File: src/rtl/wall_column_stepper.sv
// Column row sequencer: fetches one height-ROM word per column and streams one
// classified ceiling/wall/floor pixel per screen row with a Q8.8 texture V.
module wall_column_stepper #(
  parameter int SCREEN_H = 240
) (
  input  logic        clk,
  input  logic        rst_n,
  input  logic        col_start,
  input  logic [9:0]  col_idx,
  output logic        busy,
  output logic [9:0]  rom_addr,
  input  logic [39:0] rom_data,
  output logic        pix_valid,
  input  logic        pix_ready,
  output logic [7:0]  pix_y,
  output logic [1:0]  pix_kind,
  output logic [7:0]  pix_tex_v,
  output logic [15:0] pix_inv_dist,
  output logic        pix_last,
  output logic        col_done
);

  typedef enum logic [1:0] {IDLE, FETCH, LATCH, STREAM} state_t;

  localparam logic [1:0] K_CEIL  = 2'd0;
  localparam logic [1:0] K_WALL  = 2'd1;
  localparam logic [1:0] K_FLOOR = 2'd2;
  localparam logic [8:0] SH      = 9'(SCREEN_H);
  localparam logic [7:0] LAST_Y  = 8'(SCREEN_H - 1);

  state_t      state;
  logic [7:0]  y;
  logic [15:0] acc;
  logic [15:0] scale_q;
  logic [7:0]  wall_top;
  logic [8:0]  wall_bot;

  function automatic logic [1:0] classify(input logic [7:0] yy, input logic [7:0] top,
                                          input logic [8:0] bot);
    if (yy < top)              return K_CEIL;
    else if ({1'b0, yy} < bot) return K_WALL;
    else                       return K_FLOOR;
  endfunction

  // Column setup, evaluated from rom_data while in LATCH
  logic [8:0]  h_in, hc_in;
  logic [7:0]  top_in, skip_in;
  logic [8:0]  bot_in;
  logic [23:0] prod_in;
  logic [15:0] acc_in;
  logic [1:0]  kind0;

  always_comb begin
    h_in    = {1'b0, rom_data[39:32]};
    hc_in   = (h_in > SH) ? SH : h_in;
    top_in  = 8'((SH - hc_in) >> 1);
    bot_in  = {1'b0, top_in} + hc_in;
    skip_in = (h_in > SH) ? 8'((h_in - SH) >> 1) : 8'd0;
    prod_in = {16'd0, skip_in} * {8'd0, rom_data[31:16]};
    acc_in  = prod_in[15:0];
    kind0   = classify(8'd0, top_in, bot_in);
  end

  // Next beat, used only when the current beat is accepted
  logic [7:0]  y_nx;
  logic [15:0] acc_nx;
  logic [1:0]  kind_nx;

  always_comb begin
    y_nx    = y + 8'd1;
    acc_nx  = (pix_kind == K_WALL) ? acc + scale_q : acc;
    kind_nx = classify(y_nx, wall_top, wall_bot);
  end

  always_ff @(posedge clk or negedge rst_n) begin
    if (!rst_n) begin
      state        <= IDLE;
      y            <= '0;
      acc          <= '0;
      scale_q      <= '0;
      wall_top     <= '0;
      wall_bot     <= '0;
      busy         <= 1'b0;
      rom_addr     <= '0;
      pix_valid    <= 1'b0;
      pix_y        <= '0;
      pix_kind     <= K_CEIL;
      pix_tex_v    <= '0;
      pix_inv_dist <= '0;
      pix_last     <= 1'b0;
      col_done     <= 1'b0;
    end else begin
      col_done <= 1'b0;
      case (state)
        IDLE: begin
          if (col_start) begin
            rom_addr <= col_idx;
            busy     <= 1'b1;
            state    <= FETCH;
          end
        end
        FETCH: state <= LATCH;
        LATCH: begin
          scale_q      <= rom_data[31:16];
          wall_top     <= top_in;
          wall_bot     <= bot_in;
          acc          <= acc_in;
          y            <= 8'd0;
          pix_valid    <= 1'b1;
          pix_y        <= 8'd0;
          pix_kind     <= kind0;
          pix_tex_v    <= (kind0 == K_WALL) ? acc_in[15:8] : 8'd0;
          pix_inv_dist <= rom_data[15:0];
          pix_last     <= 1'b0;
          state        <= STREAM;
        end
        STREAM: begin
          if (pix_ready) begin
            acc <= acc_nx;
            if (pix_last) begin
              pix_valid <= 1'b0;
              busy      <= 1'b0;
              col_done  <= 1'b1;
              state     <= IDLE;
            end else begin
              y         <= y_nx;
              pix_y     <= y_nx;
              pix_kind  <= kind_nx;
              pix_tex_v <= (kind_nx == K_WALL) ? acc_nx[15:8] : 8'd0;
              pix_last  <= (y_nx == LAST_Y);
            end
          end
        end
        default: state <= IDLE;
      endcase
    end
  end

endmodule

File: config.mk
export PLATFORM = sky130hd
export DESIGN_NAME = wall_column_stepper
export DESIGN_NICKNAME = d
export VERILOG_FILES = /design/src/rtl/wall_column_stepper.sv
export SDC_FILE = /design/constraint.sdc
export NUM_CORES = 1
export LEC_CHECK = 0
export ABC_CLOCK_PERIOD_IN_PS = 5300
export CAP_MARGIN = 20
export CORE_MARGIN = 8
export CORE_UTILIZATION = 62
export DETAILED_ROUTE_END_ITERATION = 12
export PLACE_DENSITY = 0.84
export SYNTH_ARGS = -nofsm -noshare
export SYNTH_HDL_FRONTEND = slang
export SYNTH_SLANG_ARGS = --single-unit
export TNS_END_PERCENT = 50
File: constraint.sdc
create_clock -name clk -period 5.3 [get_ports clk]
set_input_delay 0.795 -clock clk [delete_from_list [all_inputs] [get_ports clk]]
set_output_delay 0.795 -clock clk [all_outputs]
set_load 0.01 [all_outputs]
* Word-level counts from Yosys, hierarchy flattened
Cells that the tools add are included.
Storage, ports and cells: register bits 99, output and inout bits 48, logic and storage cells 83
Operators by class: $add $sub $neg 5, multipliers 1, $lt $le $gt $ge 5, equality and inequality tests 12, multiplexer cells 35, reductions and logical operators 10
Operators with widths (number):
- $mux W8 | 8
- $mux W16 | 2
- $pmux W16 S2 | 1
- $pmux W8 S2 | 2
- $mux W2 | 9
- $add A16 B16 Y16 | 1
- $mul A8 B16 Y16 | 1
- $reduce_and A3 Y1 | 4
- $ne A2 B2 Y1 const B | 5
- $add A8 B8 Y9 | 1
- $lt A1 B9 Y1 const A | 1
- $lt A8 B9 Y1 | 1
- $sub A8 B8 Y9 const A | 1
- $sub A8 B8 Y9 const B | 1
- $add A8 B1 Y8 const B | 1
- $eq A2 B1 Y1 const B | 4
- $eq A8 B8 Y1 const B | 1
- $gt A8 B8 Y1 const B | 1
- $lt A1 B8 Y1 const A | 1
- $lt A8 B8 Y1 | 1
- $mux W1 | 8
- $pmux W2 S4 | 1
- $pmux W1 S2 | 3
- $eq A2 B2 Y1 const B | 2
- other kinds (5) | 7

* Longest topological paths before layout
Gate-level depths: netlist of the first run.
word-level depth 10, mapped depth 23, mapped depth without buffers 20

* Worst setup path before layout of the first run
No wires, ideal clock.
path kind input to register, start input port rom_data[36], end register acc[15], library setup time 0.126 ns, arrival time 5.509 ns, required time 5.174 ns, slack -0.335 ns, stages on the path 22, buffers on the path 4, path through buf_6 and4_1 buf_6 clkbuf_1 clkbuf_1 nand3_1 fa_1 fa_1 inv_1 fa_1 inv_1 fa_1 inv_1 ha_1 o21a_1 o31ai_1 a211oi_1 nor2_1 a211o_1 xnor2_1 nor2_1 a221o_1
Between the ends: cells in the longest elaborated chain, start to end 4
Ends and longest elaborated chain:
- start: declaration | RTL line 12 | input logic [39:0] rom_data,
- $sub A8 B8 Y9 or $gt A8 B8 Y1 (tied branches) | RTL line 58 | skip_in = (h_in > SH) ? 8'((h_in - SH) >> 1) : 8'd0;
- $mux W8 (*) | RTL line 58
- $mul A8 B16 Y16 (*) | RTL line 59 | prod_in = {16'd0, skip_in} * {8'd0, rom_data[31:16]};
- $pmux W16 S2 (*) | RTL line 94 | case (state)
- end signal: assignment | RTL line 107 | acc <= acc_in;
- end signal: assignment | RTL line 119 | acc <= acc_nx;
- end: declaration | RTL line 33 | logic [15:0] acc;
Mark *: on every way between the ends. The rest lies on a longest branch, timed or not. A chain may end at the register's enable or synchronous reset.

* Final worst setup path of the first run
start input port rom_data[37], end register pix_tex_v[7]
Between the ends: cells in the longest elaborated chain, start to end 10
Ends and longest elaborated chain:
- $gt A8 B8 Y1 | RTL line 55, 58
- $mux W8 | RTL line 55 | hc_in = (h_in > SH) ? SH : h_in;
- $sub A8 B8 Y9 | RTL line 56 | top_in = 8'((SH - hc_in) >> 1);
- $add A8 B8 Y9 | RTL line 57 | bot_in = {1'b0, top_in} + hc_in;
- $lt A1 B9 Y1 | RTL line 41 | else if ({1'b0, yy} < bot) return K_WALL;
- $mux W2 | RTL line 41
- $mux W2 | RTL line 40 | if (yy < top) return K_CEIL;
- $eq A2 B1 Y1 | RTL line 112 | pix_tex_v <= (kind0 == K_WALL) ? acc_in[15:8] : 8'd0;
- $mux W8 (*) | RTL line 112
- $pmux W8 S2 (*) | RTL line 94
- end signal: assignment | RTL line 112
- end signal: assignment | RTL line 129 | pix_tex_v <= (kind_nx == K_WALL) ? acc_nx[15:8] : 8'd0;
- end: declaration | RTL line 17 | output logic [7:0] pix_tex_v,
Marked as above.

==> results of run 1 <==
-- sequential cells by signal, indices dropped and copies added, names as in the netlist --
| register | cells |
|---|---|
| busy | 1 |
| pix_kind | 2 |
| scale_q | 16 |
| rom_addr | 10 |
| wall_bot | 9 |
| pix_last | 1 |
| pix_tex_v | 8 |
| y | 8 |
| pix_inv_dist | 16 |
| acc | 16 |
| col_done | 1 |
| state | 2 |
| wall_top | 8 |
| pix_valid | 1 |
-- final cells by class --
type | instances | area share
multi-input combinational | 671 | 0.545
clock buffer | 12 | 0.0237
tap | 180 | 0.0208
clock inverter | 2 | 0.00116
inverter | 113 | 0.0392
sequential | 99 | 0.229
timing repair buffer | 169 | 0.140
-- Yosys cell counts (13+ instances only) --
| cell type | instances |
|---|---|
| xor2_1 | 17 |
| fa_1 | 61 |
| clkbuf_1 | 29 |
| mux2_2 | 46 |
| nand3_1 | 30 |
| ha_1 | 67 |
| o21ai_0 | 31 |
| dfrtp_1 | 99 |
| nand2_1 | 58 |
| nor2_1 | 43 |
| and2_1 | 32 |
| and3_1 | 34 |
| xnor2_1 | 28 |
| inv_1 | 113 |
| a21oi_1 | 41 |
| nor3_1 | 13 |
-- stage by stage --
stage / setup slack, ns / area (um2) / TNS [ns] / hold slack (ns) / total power [uW]
final: 0.0491 / 10800 / 0 / 0.446 / 4800
after global routing: -0.0941 / 10800 / -0.201 / 0.490 / 5170
after CTS: 0.00265 / 10700 / 0 / 0.467 / 4780
after detailed placement: -0.803 / 10400 / -8.55 / 0.480 / 4140
after global placement: -0.698 / 10400 / -6.93 / 0.467 / 4040
after floorplan: 0.00211 / 8930 / 0 / 0.471 / 3290
-- layer usage --
layer | up-vias | GRT usage | routed length [um]
li1 | 3367 | - | -
met1 | 3616 | 0.297 | 8790
met2 | 157 | 0.449 | 11600
met3 | 37 | 0.0363 | 759
met4 | 0 | 0.0674 | 378
met5 | - | 0 | 0
-- cells in the final DEF, fill, tap and decap left out, types with 9 or more instances in the layout --
master             n
ha_1              57
a21o_1            12
xnor2_1           27
nand2_1           55
inv_1            111
o21a_1             9
and3_1            34
clkbuf_16          9
nand3_1           28
o21ai_0           31
a21oi_1           39
and2_1            27
ha_4               9
conb_1            21
buf_4             66
o21ai_1            9
mux2_2            46
dfrtp_1           99
nor3_1            12
xor2_1            17
clkdlybuf4s50_1   92
nor2_1            41
fa_1              59
-- worst max-delay path by stage --
stage / startpoint / end / slack, ns / cells past startpoint
finish: rom_data[37] / pix_tex_v[7] / 0.05 / 22
floorplan: rom_data[36] / acc[15] / 0.002 / 22
global placement: rom_data[37] / acc[15] / -0.70 / 21
global route: rom_data[37] / acc[15] / -0.09 / 22
detailed placement: rom_data[37] / acc[15] / -0.80 / 21
CTS: rom_data[35] / acc[15] / 0.003 / 20
-- kinds of logic after synthesis --
group	count (synthesis)	synth area share
flip-flops	99	0.287
other	2	0.000870
XOR/XNOR	45	0.0457
adder cells (fa/ha/maj)	128	0.239
multiplexers	54	0.0693
AO/OA/AOI/OAI	172	0.138
AND/OR/NAND/NOR	250	0.151
buffers and inverters	152	0.0687
-- power by group --
part           total, uW  internal (uW)  leakage, uW  switching [uW]
logic               2900           1380      0.00375            1520
registers           1290           1090      0.00120             205
clock network        603            338     0.000131             265
total               4800           2810      0.00508            1990
-- repair_timing --
| item | in CTS | in global routing |
|---|---|---|
| setup buffers | 4 | 5 |
| pin swaps | 16 | 33 |
| resized for setup | 21 | 38 |
| setup endpoints to repair | 13 | 12 |
| cloned | 1 | 0 |
-- worst max-delay path: cells and delay by family --
family / cells / cell delay, ns
buf+inv: 5 / 0.39
compound gates: 6 / 1.35
fa+ha+maj: 6 / 2.50
xor+xnor: 1 / 0.22
simple gates: 4 / 0.22
==> results.txt, run 1 <==
Outcome: completed
Worst-Margin Slew: 0.809 ns
Mapped Avg Cell Area: 9.57 um2
DRC: 0
Gr usage total: 0.247
Clock transition at path regs: 0.07 ns
Critical Path Fanout Max: 5
CTS Buf Count: 9
CP Class: in -> reg
Storage cell area: 2480 um2
DIE AREA: 17900 um2
Max-slew headroom: 0.461
Largest net degree at the start of global routing: 71
FF-to-FF setup slack: 1.91 ns
Initial core utilization: 0.629
Synthesized flop and latch total: 99
Synth Cell Area: 8630 um2
Antenna violations before repair: 0
Synth area leaders: dfrtp_1 29%, fa_1 14%, ha_1 9.7%, mux2_2 6.0%, inv_1 4.9%
Vias in the first global route: 7554
Leakage: 0.00508 uW
Final Hold Fails: 0
Critical Path RT: 5.53 ns
Placed cell count: 1221
CP most frequent cell: fa_1
Ys flop type: dfrtp_1
CP peak stage delay: 0.51 ns
Worst r2r src: y[0]
Die Height: 134 um
Post-synthesis async set-or-reset flop share: 1.00
Final setup violation count: 0
Antenna cells: 0
Antenna violation net count after detailed routing: 0
Fmax: 190 MHz
GPL Wtd Cong: 0.851
WL/cell: 17.3 um
Tmin final: 5.25 ns
Global-route wire length before repair: 36300 um
DRT Wirelength: 21600 um
CTS root buf: clkbuf_16
Footprint of the multi-input gates: 5900 um2
Initial drt markers: 358
Core Box Area: 13700 um2
Deepest clock path buffer count: 2
Vias per cell: 5.76
Share of layout cells above drive strength 1: 0.181
Number of top-level pins: 102
Post-synth top area share: 0.287
Worst flop-to-flop path endpoint: pix_tex_v[4]
Clock latency on the worst-skew pair: 0.35 ns
Overflow after GRT: 0
Post-synthesis sequential area ratio: 0.287
PortBufs: 101
Layout area overhead: 25.3%
Die W: 134 um
Critical path, cell by cell: buf_6, ha_4, nand2_4, a21oi_4, buf_6, nand2_4, fa_1, fa_1, inv_1, fa_1, inv_2, fa_1, inv_2, ha_4, o21a_1, o31ai_4, a211oi_2, nor2_1, a211o_1, xnor2_2, nor3_2, a221o_1
Yosys warning total: 0
Nets@finish: 1245
Clk_skew: 0.0118 ns
Post-DP HPWL: 16600 um
RSZ-0062 raised after global routing: true
Startpoint Class: primary input
Crit. End Element: flip-flop
CTS tree: done
Non-filler cells in the finished layout: 1246
Hold_buf cts: 0
Sink Count: 99
Fill cell count: 926
Row count: 43
Post-synth top area cell: dfrtp_1
Final Util: 0.788
Max-cap viol count: 0
Arrival time worst endpoint: 5.48 ns
Hold Path Class: in -> async
Critical path's slowest cell: fa_1
Pre-antenna DRT Iters: 5
Post-Synthesis Cells: 902
Final Max Tran Viols: 0
Vias: 7177
FF-to-FF path depth: 13
Post-synth EDFFs: 0
Yosys cell types: 74
H-Tree Level Count: 3
Power per standard cell area: 444 nW/um2
Period utilization: 0.991
IR Drop Worst-Case VDD: 0.000333 V
Note: power is estimated with default switching activity, not from simulation.
==> run 2: changes to the inputs <==
--- a/config.mk
+++ b/config.mk
@@ -10,6 +10,7 @@
 export CORE_MARGIN = 8
 export CORE_UTILIZATION = 62
 export DETAILED_ROUTE_END_ITERATION = 12
+export GPL_ROUTABILITY_DRIVEN = 0
 export PLACE_DENSITY = 0.84
 export SYNTH_ARGS = -nofsm -noshare
 export SYNTH_HDL_FRONTEND = slang
==> results of run 2 <==
No change in the layout: final DEF, timing and power equal those of run 1.
